--- src/rtl/multicycle_control.sv ---
// Multi-cycle MIPS control FSM: FETCH/DECODE/EXEC/MEM/WB sequencing with memory
// handshake stalls, a retired-instruction counter and illegal/timeout trapping.
module multicycle_control #(
  parameter int ALUOP_W = 3,
  parameter int TIMEOUT = 15,
  parameter int TO_W    = 4,
  parameter int RET_W   = 32
) (
  input  logic               clk,
  input  logic               rst,
  input  logic [31:0]        inst,
  input  logic               mem_ready,
  output logic               PCWrite,
  output logic               PCWriteCond,
  output logic               IRWrite,
  output logic               MemRead,
  output logic               MemWrite,
  output logic [1:0]         RegDst,
  output logic [1:0]         Jump,
  output logic               Branch,
  output logic [1:0]         RegSrc,
  output logic [ALUOP_W-1:0] ALUOp,
  output logic               ALUSrc,
  output logic               RegWrite,
  output logic [2:0]         state,
  output logic [RET_W-1:0]   retired,
  output logic               trap,
  output logic [1:0]         trap_cause
);

  localparam logic [ALUOP_W-1:0] ALU_NOP  = ALUOP_W'(3'd0);
  localparam logic [ALUOP_W-1:0] ALU_ADD  = ALUOP_W'(3'd1);
  localparam logic [ALUOP_W-1:0] ALU_SUB  = ALUOP_W'(3'd2);
  localparam logic [ALUOP_W-1:0] ALU_AND  = ALUOP_W'(3'd3);
  localparam logic [ALUOP_W-1:0] ALU_OR   = ALUOP_W'(3'd4);
  localparam logic [ALUOP_W-1:0] ALU_SLT  = ALUOP_W'(3'd5);
  localparam logic [ALUOP_W-1:0] ALU_SLTU = ALUOP_W'(3'd6);

  localparam logic [TO_W-1:0] WAIT_LAST = TO_W'(TIMEOUT - 1);

  localparam logic [1:0] CAUSE_ILLEGAL = 2'd1;
  localparam logic [1:0] CAUSE_TIMEOUT = 2'd2;

  typedef enum logic [2:0] {
    S_FETCH  = 3'd0,
    S_DECODE = 3'd1,
    S_EXEC   = 3'd2,
    S_MEM    = 3'd3,
    S_WB     = 3'd4,
    S_TRAP   = 3'd7
  } state_t;

  typedef enum logic [3:0] {
    C_ILL, C_RALU, C_ADDI, C_ORI, C_LW, C_SW, C_BEQ, C_J, C_JR, C_JAL, C_JALR
  } cls_t;

  state_t            r_state;
  logic [TO_W-1:0]   r_wait;
  logic [RET_W-1:0]  r_retired;
  logic [1:0]        r_cause;

  state_t            w_next;
  logic [TO_W-1:0]   w_wait_nxt;
  logic [1:0]        w_cause_nxt;
  logic              w_retire;
  cls_t              w_cls;
  logic              w_unused_inst;

  function automatic cls_t decode(input logic [5:0] op, input logic [5:0] fn);
    cls_t c;
    c = C_ILL;
    case (op)
      6'b000000: begin
        case (fn)
          6'b100000, 6'b100001, 6'b100010, 6'b100011,
          6'b100100, 6'b100101, 6'b101010, 6'b101011,
          6'b000000: c = C_RALU;
          6'b001000: c = C_JR;
          6'b001001: c = C_JALR;
          default:   c = C_ILL;
        endcase
      end
      6'b001000: c = C_ADDI;
      6'b001101: c = C_ORI;
      6'b100011: c = C_LW;
      6'b101011: c = C_SW;
      6'b000100: c = C_BEQ;
      6'b000010: c = C_J;
      6'b000011: c = C_JAL;
      default:   c = C_ILL;
    endcase
    return c;
  endfunction

  function automatic logic [ALUOP_W-1:0] funct_alu(input logic [5:0] fn);
    logic [ALUOP_W-1:0] a;
    case (fn)
      6'b100000, 6'b100001: a = ALU_ADD;
      6'b100010, 6'b100011: a = ALU_SUB;
      6'b100100:            a = ALU_AND;
      6'b100101:            a = ALU_OR;
      6'b101010:            a = ALU_SLT;
      6'b101011:            a = ALU_SLTU;
      default:              a = ALU_NOP;
    endcase
    return a;
  endfunction

  // Only opcode and funct steer control; register/immediate fields feed the datapath.
  assign w_unused_inst = ^inst[25:6];
  assign w_cls         = decode(inst[31:26], inst[5:0]);

  always_ff @(posedge clk or posedge rst) begin
    if (rst) begin
      r_state   <= S_FETCH;
      r_wait    <= '0;
      r_retired <= '0;
      r_cause   <= 2'd0;
    end else begin
      r_state <= w_next;
      r_wait  <= w_wait_nxt;
      r_cause <= w_cause_nxt;
      if (w_retire) r_retired <= r_retired + 1'b1;
    end
  end

  always_comb begin
    w_next      = r_state;
    w_wait_nxt  = '0;
    w_cause_nxt = r_cause;
    w_retire    = 1'b0;
    PCWrite     = 1'b0;
    PCWriteCond = 1'b0;
    IRWrite     = 1'b0;
    MemRead     = 1'b0;
    MemWrite    = 1'b0;
    RegDst      = 2'd0;
    Jump        = 2'd0;
    Branch      = 1'b0;
    RegSrc      = 2'd0;
    ALUOp       = ALU_NOP;
    ALUSrc      = 1'b0;
    RegWrite    = 1'b0;

    case (r_state)
      S_FETCH: begin
        MemRead = 1'b1;
        ALUOp   = ALU_ADD;
        IRWrite = mem_ready;
        PCWrite = mem_ready;
        // A late mem_ready on the final wait cycle still completes the fetch.
        if (mem_ready) begin
          w_next = S_DECODE;
        end else if (r_wait == WAIT_LAST) begin
          w_next      = S_TRAP;
          w_cause_nxt = CAUSE_TIMEOUT;
        end else begin
          w_wait_nxt = r_wait + 1'b1;
        end
      end

      S_DECODE: begin
        if (w_cls == C_ILL) begin
          w_next      = S_TRAP;
          w_cause_nxt = CAUSE_ILLEGAL;
        end else begin
          w_next = S_EXEC;
        end
      end

      S_EXEC: begin
        case (w_cls)
          C_RALU: begin
            ALUOp  = funct_alu(inst[5:0]);
            w_next = S_WB;
          end
          C_ADDI: begin
            ALUSrc = 1'b1;
            ALUOp  = ALU_ADD;
            w_next = S_WB;
          end
          C_ORI: begin
            ALUSrc = 1'b1;
            ALUOp  = ALU_OR;
            w_next = S_WB;
          end
          C_LW, C_SW: begin
            ALUSrc = 1'b1;
            ALUOp  = ALU_ADD;
            w_next = S_MEM;
          end
          C_BEQ: begin
            ALUOp       = ALU_SUB;
            Branch      = 1'b1;
            PCWriteCond = 1'b1;
            w_retire    = 1'b1;
            w_next      = S_FETCH;
          end
          C_J, C_JR: begin
            Jump     = (w_cls == C_J) ? 2'd1 : 2'd2;
            PCWrite  = 1'b1;
            w_retire = 1'b1;
            w_next   = S_FETCH;
          end
          C_JAL, C_JALR: begin
            Jump     = (w_cls == C_JAL) ? 2'd1 : 2'd2;
            RegDst   = (w_cls == C_JAL) ? 2'd2 : 2'd1;
            PCWrite  = 1'b1;
            RegWrite = 1'b1;
            RegSrc   = 2'd2;
            w_retire = 1'b1;
            w_next   = S_FETCH;
          end
          default: begin
            w_next      = S_TRAP;
            w_cause_nxt = CAUSE_ILLEGAL;
          end
        endcase
      end

      S_MEM: begin
        ALUOp    = ALU_ADD;
        MemRead  = (w_cls == C_LW);
        MemWrite = (w_cls != C_LW);
        if (mem_ready) begin
          if (w_cls == C_LW) begin
            w_next = S_WB;
          end else begin
            w_retire = 1'b1;
            w_next   = S_FETCH;
          end
        end else if (r_wait == WAIT_LAST) begin
          w_next      = S_TRAP;
          w_cause_nxt = CAUSE_TIMEOUT;
        end else begin
          w_wait_nxt = r_wait + 1'b1;
        end
      end

      S_WB: begin
        RegWrite = 1'b1;
        RegDst   = (w_cls == C_RALU) ? 2'd1 : 2'd0;
        RegSrc   = (w_cls == C_LW) ? 2'd1 : 2'd0;
        w_retire = 1'b1;
        w_next   = S_FETCH;
      end

      S_TRAP: w_next = S_TRAP;

      default: w_next = S_FETCH;
    endcase

    // Reset forces FETCH, whose strobes would otherwise start a memory read.
    if (rst) begin
      PCWrite     = 1'b0;
      PCWriteCond = 1'b0;
      IRWrite     = 1'b0;
      MemRead     = 1'b0;
      MemWrite    = 1'b0;
      RegDst      = 2'd0;
      Jump        = 2'd0;
      Branch      = 1'b0;
      RegSrc      = 2'd0;
      ALUOp       = ALU_NOP;
      ALUSrc      = 1'b0;
      RegWrite    = 1'b0;
    end
  end

  assign state      = r_state;
  assign retired    = r_retired;
  assign trap       = (r_state == S_TRAP);
  assign trap_cause = r_cause;

endmodule

--- config.mk ---
export PLATFORM = sky130hd
export DESIGN_NAME = multicycle_control
export DESIGN_NICKNAME = d
export VERILOG_FILES = /design/src/rtl/multicycle_control.sv
export SDC_FILE = /design/constraint.sdc
export NUM_CORES = 1
export LEC_CHECK = 0
export ABC_AREA = 1
export ABC_CLOCK_PERIOD_IN_PS = 2200
export CORE_MARGIN = 2
export CORE_UTILIZATION = 29
export DETAILED_ROUTE_END_ITERATION = 8
export PLACE_DENSITY = 0.58
export REMOVE_ABC_BUFFERS = 1
export SLEW_MARGIN = 20
export SYNTH_ARGS = -nofsm -noshare
export SYNTH_HDL_FRONTEND = slang
export SYNTH_SLANG_ARGS = --single-unit
--- constraint.sdc ---
create_clock -name clk -period 2.2 [get_ports clk]
set_input_delay 0.33 -clock clk [delete_from_list [all_inputs] [get_ports clk]]
set_output_delay 0.33 -clock clk [all_outputs]
set_load 0.005 [all_outputs]
* Yosys cells after proc, flatten, opt, wreduce, memory -nomap -nowiden
Index checks and enable logic that the tools add are counted.
** Operators by class
- Reduce and logical (&&, ||, !) cells :: 19
- Equality and inequality tests :: 38
- Mux-type cells :: 57
- $add $sub $neg :: 2
** Operators by type and width (number)
- == test 6 bit, second input constant :: 10
- adder 32 x 1 -> 32 bit, second input constant :: 1
- one-hot mux 4 bit (8 select lines) :: 1
- 2-to-1 mux 2 bit :: 13
- == test 6 x 4 -> 1 bit, second input constant :: 4
- 2-to-1 mux 1 bit :: 20
- 2-to-1 mux 3 bit :: 6
- one-hot mux 3 bit (6 select lines) :: 1
- == test 4 x 3 -> 1 bit, second input constant :: 4
- == test 4 bit, second input constant :: 4
- one-hot mux 3 bit (5 select lines) :: 1
- == test 6 x 2 -> 1 bit, second input constant :: 2
- logical NOT 6 bit :: 2
- 2-to-1 mux 4 bit :: 3
- one-hot mux 2 bit (2 select lines) :: 3
- one-hot mux 3 bit (4 select lines) :: 1
- one-hot mux 4 bit (3 select lines) :: 1
- OR reduction 2 bit :: 6
- OR reduction 10 bit :: 1
- one-hot mux 3 bit (3 select lines) :: 1
- OR reduction 9 bit :: 1
- == test 4 x 2 -> 1 bit, second input constant :: 2
- OR reduction 4 bit :: 2
- == test 3 x 2 -> 1 bit, second input constant :: 2
- other kinds (18) :: 24
** Storage, ports and cells
- Register bits after elaboration :: 41
- Word-level logic and storage cells :: 120
- Output and inout port bits :: 55
- Input bits :: 35

* Longest topological paths before layout
Gate-level depths: netlist of the first run.
- Word-level depth :: 9
- Gate-level depth with buffers :: 12
- Depth with buffers taken out :: 12

* Least setup slack after synthesis of the first run
Ideal clock, no wire load.
- Path kind :: input -> output
- Start :: input rst
- End :: output RegWrite
- Stages on the path :: 5
- Arrival :: 2038 ps
- Required time :: 1870 ps
- Setup slack :: -168 ps
- Path buffers :: 0
- Cells stage by stage :: inv_1 -> nand3_1 -> nor2_1 -> o31ai_1 -> nand3b_1
** On the way
- Word-level cells in the longest chain between the ends :: 1
** RTL lines
- from (decl) :: RTL line 10 : input logic rst,
- 2-to-1 mux 1 bit :: RTL line 254 : if (rst) begin
- to (decl) :: RTL line 24 : output logic RegWrite,
No other way between the ends.

* Final worst setup path of the first run
- Start :: register r_state[2], in the netlist state[2]
- End :: output Branch
** On the way
- Word-level cells in the longest chain between the ends :: 3
** RTL lines
- from (decl) :: RTL line 57 : state_t r_state;
- from (signal assigned) :: RTL line 120 : r_state <= w_next;
- == test 3 x 2 -> 1 bit :: RTL line 145 : case (r_state)
- 2-to-1 mux 1 bit :: RTL line 145
- 2-to-1 mux 1 bit :: RTL line 254
- to (decl) :: RTL line 20 : output logic Branch,
No other way between the ends.

==> flow_metrics.py, run 1 <==
metrics = {
    "status": {
        "status": "completed",
    },
    "sta": {
        "setup_viol": 0,
        "clock.fmax_ghz": 0.4639,
        "slew_viol_final": 0,
        "finalHoldViolCount": 0,
        "finalCriticalPeriod_ns": 2.155,
        "slew-limit-headroom_pct": 67.75,
        "whs_ns": 0.4406,
        "fin_skew_ns": 0.006187,
        "rsz0062_at_grt": "yes",
        "tightestPinTransition_ns": 0.4838,
        "min_period_over_period_pct": 97.97,
    },
    "worst_setup_path": {
        "ff2ff_path_depth": 7,
        "path_delay_family": "buffers and inverters",
        "path_class": "flip-flop to output pin",
        "worstPathCellList": "nor2_4, nand3_4, buf_4, nor2_1, clkdlybuf4s50_1",
        "critPathArrivalTime_ns": 1.83,
        "slowest_delay_ns": 0.51,
        "cp-end-kind": "output pin",
        "required_ns": 1.87,
        "r2r-end": "retired[19]",
        "r2r_start": "retired[10]",
        "path_max_fanout": 4,
        "critical_path_buf_inv_count": 2,
        "slowest_stage": "clkdlybuf4s50_1",
        "startpoint_type": "flip-flop",
        "rrSetupSlack_ns": 0.39,
    },
    "drt": {
        "antenna_left": 0,
        "vias_per_cell": 4.561,
        "firstDrtPassIters": 6,
        "routed_wl_mm": 8.130,
        "routedWlPerCell_um": 12.32,
        "num_vias": 3010,
        "drt_iter0_drc": 113,
        "drc": 0,
    },
    "synth": {
        "synth.avg_cell_area_um2": 6.961,
        "synth_ff_type": "dfrtp_1",
        "synth-edff-count": 0,
        "async_flop_share_pct": 100.0,
        "yosys.area.top_type": "dfrtp_1",
        "synthCells": 412,
        "yosysUniqueCellTypes": 35,
        "synth_warnings": 0,
        "synth_top_area_share_pct": 35.78,
        "synthTopCellsByArea": "dfrtp_1, nand2_1, inv_1",
        "netlist_area_mm2": 0.002868,
        "ys_seq_area_share_pct": 35.78,
        "ys_seq_elements": 41,
    },
    "grt": {
        "grtUsageTotal_pct": 15.66,
        "antenna_found_initial": 0,
        "grt_max_degree": 38,
        "grt_pass1_wl_mm": 13.33,
        "grt_pass1_vias": 2893,
        "overflow": 0,
    },
    "clock_network": {
        "cts_tree": "done",
        "holdBufCountCts": 0,
        "cts_inserted_buffers": 5,
        "ctsRootBufferMaster": "clkbuf_8",
        "clock_latency_ns": 0.30,
        "cts.sinks": 41,
        "path_clk_slew_ns": 0.07,
        "clock_path_buffers": 2,
        "cts-htree-levels": 2,
    },
    "die": {
        "die_h_um": 103.4,
        "io_pins": 90,
        "die-area_mm2": 0.01070,
        "die_x_um": 103.4,
        "initial_core_util_pct": 29.61,
        "core_mm2": 0.009684,
        "fp-row-count": 36,
    },
    "place": {
        "place_congestion": 0.8482,
        "port_buffers": 69,
        "dpl.hpwl_mm": 6.379,
    },
    "layout": {
        "area_growth_pct": 45.68,
        "layout-drive-gt1-share_pct": 20.49,
        "fin_nets": 565,
        "insertedDiodeCount": 0,
        "final_util_pct": 43.14,
    },
    "power": {
        "p_leak_nw": 2.020,
        "powerDensity_mw_per_mm2": 673.9,
        "ir_worst_vdd_uv": 447.3,
    },
    "worst_hold_path": {
        "hold_class": "input port to asynchronous set/reset pin",
    },
    "run": {
        "drv_cap": 0,
    },
}
[cell families after synthesis]
group / Yosys count / share of synthesized area [%]
fa+ha+maj: 3 / 1.309
simple gates: 248 / 39.31
buf+inv: 64 / 9.468
compound gates: 32 / 6.283
flops: 41 / 35.78
xor+xnor: 24 / 7.853
[synth_stat cells, types with 2 or more instances]
master / n
a21oi_1: 4
buf_4: 2
dfrtp_1: 41
ha_1: 3
inv_1: 58
inv_2: 2
nand2_1: 104
nand2_2: 12
nand3_1: 32
nand3b_1: 3
nand4_1: 14
nor2_1: 56
nor2_2: 5
nor2_4: 2
nor3_1: 14
o211ai_1: 2
o21ai_0: 18
o21ai_1: 2
xnor2_1: 10
xnor2_2: 2
xor2_1: 12
[worst max-delay path by stage]
stage | from | to | slack (ns) | cells past startpoint
after floorplan | rst | RegWrite | -0.17 | 5
after global placement | inst[3] | ALUOp[2] | -0.42 | 10
after detailed placement | inst[3] | ALUOp[2] | -0.40 | 10
after CTS | inst[3] | ALUOp[1] | -0.03 | 12
after global routing | inst[29] | RegSrc[1] | -0.05 | 8
final | state[2] | Branch | 0.04 | 5
[power by group]
| part | switching [mW] | internal [mW] |
|---|---|---|
| Combinational | 0.691 | 0.605 |
| Sequential | 0.133 | 0.876 |
| Clock | 0.261 | 0.249 |
| Total | 1.08 | 1.73 |
[layout by cell type (no fill, tap or decap), types with 2 or more instances in the layout]
cell             count
clkbuf_8             6
nand2_2             15
nand3b_1             3
ha_1                 3
o211ai_1             2
nor2_2              10
nor2_1              47
buf_4               43
dlymetal6s2s_1       7
nor2_4               6
o21ai_1              6
xor2_1              12
xnor2_1             10
dfrtp_1             40
clkdlybuf4s50_1     45
nor3_2               2
inv_1               54
a21oi_1              4
inv_2                5
nor3_1              13
nand2_1            101
buf_2                2
nand3_2              5
nand3_1             27
dlygate4sd2_1       10
xnor2_2              2
o21ai_0             14
clkbuf_2             3
nand4_1             14
[cell type report]
type	instances	area (µm²)
clock buffers	7	86.33
fillers	1007	5507
inverters	60	225.2
multi-input cells	307	1677
flip-flops and latches	41	1027
well taps	133	166.4
repair buffers	112	996.0
[worst register-to-register path: cells and delay by family, from the launching register on]
family | cells | cell delay (ns)
AND/OR/NAND/NOR | 6 | 1.04
AO/OA/AOI/OAI | 1 | 0.18
flip-flops | 1 | 0.47
[what timing repair did]
action | 4_1_cts | 5_1_grt
resized for setup | 42 | 31
setup endpoints to repair | 16 | 12
buffers inserted | 2 | 1
pin swaps | 5 | 8
[through the flow]
step / setup TNS (ns) / power [mW] / worst slack [ns] / instance area (µm²) / std cells
2_1_floorplan: -0.6683 / 1.609 / -0.1683 / 2821 / 408
3_3_place_gp: -4.489 / 2.238 / -0.4178 / 3979 / 650
3_5_place_dp: -4.694 / 2.254 / -0.3973 / 3979 / 650
4_1_cts: -0.02923 / 2.812 / -0.02923 / 4130 / 659
5_1_grt: -0.1017 / 3.049 / -0.04640 / 4178 / 660
6_report: 0 / 2.815 / 0.04456 / 4178 / 660
[registers in the layout (all words and copies together), names as in the netlist]
| signal | flops |
|---|---|
| r_wait | 4 |
| retired | 32 |
| state | 3 |
| trap_cause | 2 |
[metal layers]
layer / routed length (µm) / track usage [%] / vias up
met3: 498 / 3.360 / 6
met4: 69 / 3.036 / 0
li1: - / - / 1540
met2: 3823 / 26.20 / 94
met1: 3739 / 21.02 / 1370
met5: 0 / 0 / -
Power figures use the tool's default switching activity.
==> run 2, diff against run 1 <==
Settings changed: CORE_ASPECT_RATIO set to 0.9, TNS_END_PERCENT set to 50.
==> flow_metrics.py, run 2 (same netlist as run 1, synthesis figures left out) <==
metrics = {
    "die": {
        "io_pins": 90,
        "fp-row-count": 34,
        "die_h_um": 98.34,
        "initial_core_util_pct": 29.70,
        "die_x_um": 108.8,
        "core_mm2": 0.009657,
        "die-area_mm2": 0.01070,
    },
    "sta": {
        "min_period_over_period_pct": 96.68,
        "finalHoldViolCount": 0,
        "layout_setup_ws_ns": 0.07304,
        "slew-limit-headroom_pct": 64.40,
        "tightestPinTransition_ns": 0.5329,
        "whs_ns": 0.3774,
        "slew_viol_final": 0,
        "fin_skew_ns": 0.01387,
        "setup_viol": 0,
        "finalCriticalPeriod_ns": 2.127,
        "rsz0062_at_grt": "yes",
        "clock.fmax_ghz": 0.4702,
    },
    "drt": {
        "routed_wl_mm": 7.740,
        "firstDrtPassIters": 4,
        "vias_per_cell": 4.603,
        "num_vias": 3015,
        "antenna_left": 0,
        "routedWlPerCell_um": 11.82,
        "drc": 0,
        "drt_iter0_drc": 138,
    },
    "power": {
        "powerDensity_mw_per_mm2": 675.4,
        "clockPowerShare_pct": 17.7,
        "p_sw_share_pct": 38.29,
        "power.total_mw": 2.802,
        "combPwrFrac_pct": 45.8,
        "p_leak_nw": 2.002,
        "internal_power_mw": 1.729,
        "switching_power_mw": 1.073,
        "ir_worst_vdd_uv": 386.5,
        "pwr-share-seq_pct": 36.4,
    },
    "worst_setup_path": {
        "r2r_start": "retired[13]",
        "cp-end-kind": "output pin",
        "rrSetupSlack_ns": 0.30,
        "required_ns": 1.87,
        "worstPathCellList": "nor2_4, nand3_4, buf_6, nor2_2, buf_4, clkdlybuf4s50_1",
        "slowest_stage": "clkdlybuf4s50_1",
        "r2r-end": "retired[19]",
        "startpoint": "state[0]",
        "path_max_fanout": 4,
        "startpoint_type": "flip-flop",
        "critPathArrivalTime_ns": 1.80,
        "path_class": "flip-flop to output pin",
        "slowest_delay_ns": 0.48,
        "critPathCapture": "RegDst[1]",
        "ff2ff_path_depth": 6,
    },
    "grt": {
        "overflow": 0,
        "grt_pass1_vias": 2879,
        "grtUsageTotal_pct": 14.88,
        "antenna_found_initial": 0,
        "grt_max_degree": 40,
        "grt_pass1_wl_mm": 13.08,
    },
    "layout": {
        "largest_reg_flops": 32,
        "layout_commonest_cell": "nand2_1",
        "area_growth_pct": 44.68,
        "layout_common_cells": "nand2_1, inv_1, nor2_1",
        "final_util_pct": 42.96,
        "seqCellArea_mm2": 0.001027,
        "layout-drive-gt1-share_pct": 19.66,
        "multi_input_area_mm2": 0.001633,
        "fin_nets": 567,
        "fill_cells": 1015,
        "insertedDiodeCount": 0,
    },
    "clock_network": {
        "cts.sinks": 41,
        "cts_tree": "done",
        "ctsRootBufferMaster": "clkbuf_8",
        "path_clk_slew_ns": 0.07,
        "clock_path_buffers": 2,
        "holdBufCountCts": 0,
        "clock_latency_ns": 0.29,
        "cts-htree-levels": 2,
        "cts_inserted_buffers": 5,
    },
    "run": {
        "drv_cap": 0,
    },
    "place": {
        "place_congestion": 0.8849,
        "post-place-ws_ns": -0.4137,
        "dpl.hpwl_mm": 6.125,
        "port_buffers": 69,
    },
    "status": {
        "status": "completed",
    },
    "worst_hold_path": {
        "hold_class": "input port to asynchronous set/reset pin",
    },
}
## run 2: what timing repair did
action / 4_1_cts / 5_1_grt
gates resized for setup: 35 / 33
pin swaps: 8 / 16
buffers inserted: 2 / 6
endpoints found under the setup margin: 16 / 14
## run 2: critical path: cells and delay by family, from the launching register on
| family | cells | cell delay, ns |
|---|---|---|
| buffers and inverters | 3 | 0.73 |
| DFF | 1 | 0.44 |
| and+or+nand+nor | 3 | 0.35 |
## run 2: worst min-delay path by stage
stage	startpoint	endpoint	cells past startpoint
final	rst	trap_cause[1]	3
after global routing	rst	trap_cause[1]	3
after CTS	rst	trap_cause[1]	3
after detailed placement	trap_cause[1]	trap_cause[1]	2
after global placement	trap_cause[1]	trap_cause[1]	2
after floorplan	r_wait[0]	r_wait[0]	1
## run 2: final cells by class
type                       instances  area share, %
tap                              126          3.800
multi-input combinational        307          39.35
sequential                        41          24.76
inverter                          60          5.428
timing repair buffer             114          24.58
clock buffer                       7          2.081
## run 2: stage by stage
stage                     TNS (ns)  cells  cell area (µm²)
after global routing      -0.03043    655             4149
after floorplan            -0.6683    408             2821
after CTS                  -0.1181    649             4074
after global placement      -3.711    640             3948
after detailed placement    -5.205    640             3948
final                            0    655             4149
## run 2: power by group through the flow
stage | combinational [mW] | sequential, mW | clock (mW)
finish | 1.28 | 1.02 | 0.497
global placement | 1.22 | 1.01 | 0
detailed placement | 1.24 | 1.01 | 0
CTS | 1.26 | 1.00 | 0.515
global route | 1.44 | 1.04 | 0.553
floorplan | 0.600 | 1.01 | 0
## run 2: metal layers
layer / global-route usage (%) / share of wire, % / vias up
met3: 2.670 / 4.8 / 2
met1: 21.67 / 50 / 1396
met4: 2.071 / 0.25 / 0
met5: 0 / 0 / -
li1: - / - / 1548
met2: 23.56 / 45 / 69
==> run 3, diff against run 2 <==
Settings changed: CORE_UTILIZATION 29 to 43, PLACE_DENSITY 0.58 to 0.8.
==> flow_metrics.py, run 3 (same netlist as run 1, synthesis figures left out) <==
metrics = {
    "die": {
        "io_pins": 90,
        "die_x_um": 90.08,
        "die_h_um": 81.48,
        "die-area_mm2": 0.007339,
        "fp-row-count": 28,
        "initial_core_util_pct": 44.01,
        "core_mm2": 0.006516,
    },
    "drt": {
        "drt_iter0_drc": 160,
        "vias_per_cell": 5.015,
        "drc": 0,
        "dr_wl_met3_um": 421,
        "routedWlPerCell_um": 12.45,
        "firstDrtPassIters": 6,
        "wl_met2_mm": 3.685,
        "maxUsedRoutingLayer": "met4",
        "antenna_left": 0,
        "routed_wl_mm": 7.618,
        "num_vias": 3069,
        "wl_met1_mm": 3.435,
    },
    "sta": {
        "tightestPinTransition_ns": 0.4885,
        "rsz0062_at_grt": "yes",
        "slew-limit-headroom_pct": 67.43,
        "min_period_over_period_pct": 99.60,
        "fin_skew_ns": 0.01210,
        "clock.fmax_ghz": 0.4564,
        "slew_viol_final": 0,
        "finalCriticalPeriod_ns": 2.191,
        "setup_viol": 0,
        "finalHoldViolCount": 0,
    },
    "power": {
        "pwr-share-seq_pct": 36.9,
        "ir_worst_vdd_uv": 640.6,
        "internal_power_mw": 1.687,
        "p_sw_share_pct": 39.16,
        "power.total_mw": 2.773,
        "clockPowerShare_pct": 18.0,
        "combPwrFrac_pct": 45.1,
        "switching_power_mw": 1.086,
        "powerDensity_mw_per_mm2": 683.5,
        "p_leak_nw": 1.970,
    },
    "worst_setup_path": {
        "startpoint_type": "input port",
        "path_class": "input port to output pin",
        "required_ns": 1.87,
        "path_max_fanout": 4,
        "cp-end-kind": "output pin",
        "critPathArrivalTime_ns": 1.86,
    },
    "grt": {
        "grt_pass1_vias": 2935,
        "antenna_found_initial": 0,
        "grtUsageTotal_pct": 20.99,
        "grt_max_degree": 39,
        "overflow": 0,
        "grt_pass1_wl_mm": 12.71,
    },
    "clock_network": {
        "clock_path_buffers": 2,
        "clock_latency_ns": 0.30,
        "cts-htree-levels": 2,
        "cts.sinks": 41,
        "cts_tree": "done",
        "cts_inserted_buffers": 5,
        "ctsRootBufferMaster": "clkbuf_8",
        "path_clk_slew_ns": 0.08,
    },
    "layout": {
        "layout_commonest_cell": "nand2_1",
        "layout-drive-gt1-share_pct": 17.82,
        "layout.cells.non_filler": 612,
        "fill_cells": 612,
        "area_growth_pct": 41.45,
        "insertedDiodeCount": 0,
        "largest_reg_flops": 32,
        "layout_common_cells": "nand2_1, inv_1, nor2_1",
        "fin_nets": 559,
    },
    "status": {
        "status": "completed",
    },
    "place": {
        "place_congestion": 0.9128,
        "dpl.cell_count": 599,
        "dpl.hpwl_mm": 5.824,
        "port_buffers": 69,
    },
    "worst_hold_path": {
        "hold_class": "input port to asynchronous set/reset pin",
    },
    "run": {
        "drv_cap": 0,
    },
}
## run 3: metal layers
layer,GRT usage [%],up-vias
met5,0,-
met4,4.769,0
met3,3.761,8
met2,37.67,92
met1,26.90,1440
li1,-,1529
## run 3: power by group through the flow
stage	Clock [mW]	Combinational, mW	Sequential, mW
detailed placement	0	1.20	1.02
finish	0.499	1.25	1.02
global placement	0	1.17	1.01
global route	0.542	1.40	1.04
floorplan	0	0.600	1.01
CTS	0.508	1.22	1.01
## run 3: final cells by class
cell class,count,area [µm²],area share [%]
Clock inverter,3,17.52,0.4318
Clock buffer,5,68.82,1.696
Timing Repair Buffer,106,960.9,23.69
Multi-Input combinational cell,307,1642,40.47
Sequential cell,41,1030,25.39
Inverter,60,225.2,5.552
Tap cell,90,112.6,2.776
## run 3: worst paths after layout
kind	slack (ns)	startpoint	cells past startpoint	to
max	0.009	inst[27]	9	ALUSrc
min	0.39	rst	3	trap_cause[1]
max reg2reg	0.37	retired[13]	6	retired[19]
min reg2reg	0.48	trap_cause[1]	2	trap_cause[1]
max in group asynchronous	1.12	rst	4	state[2]
min in group clk	0.48	trap_cause[1]	2	trap_cause[1]
## run 3: worst max-delay path: stages
cell and delay (ns):
clkdlybuf4s15_1 0.29, nand2_1 0.13, inv_1 0.09, nand4_1 0.13
buf_4 0.17, nand3_1 0.07, nand2_1 0.05, inv_1 0.07
clkdlybuf4s50_1 0.50
## run 3: per-stage QoR
stage | setup slack [ns] | utilization (%) | hold slack [ns] | area, µm² | TNS, ns
finish | 0.008823 | 62.25 | 0.3853 | 4056 | 0
global route | -0.08284 | 62.25 | 0.3888 | 4056 | -0.09245
CTS | -0.02506 | 61.23 | 0.3492 | 3990 | -0.02506
detailed placement | -0.4431 | 59.31 | 0.4696 | 3865 | -4.131
global placement | -0.3951 | 59.31 | 0.4589 | 3865 | -2.943
floorplan | -0.1683 | - | 0.4543 | 2821 | -0.6683
## run 3: timing repair
item,CTS,global route
pin swaps,11,5
setup buffers,3,2
gates resized for setup,36,21
setup endpoints to repair,16,11
hold buffers,0,0
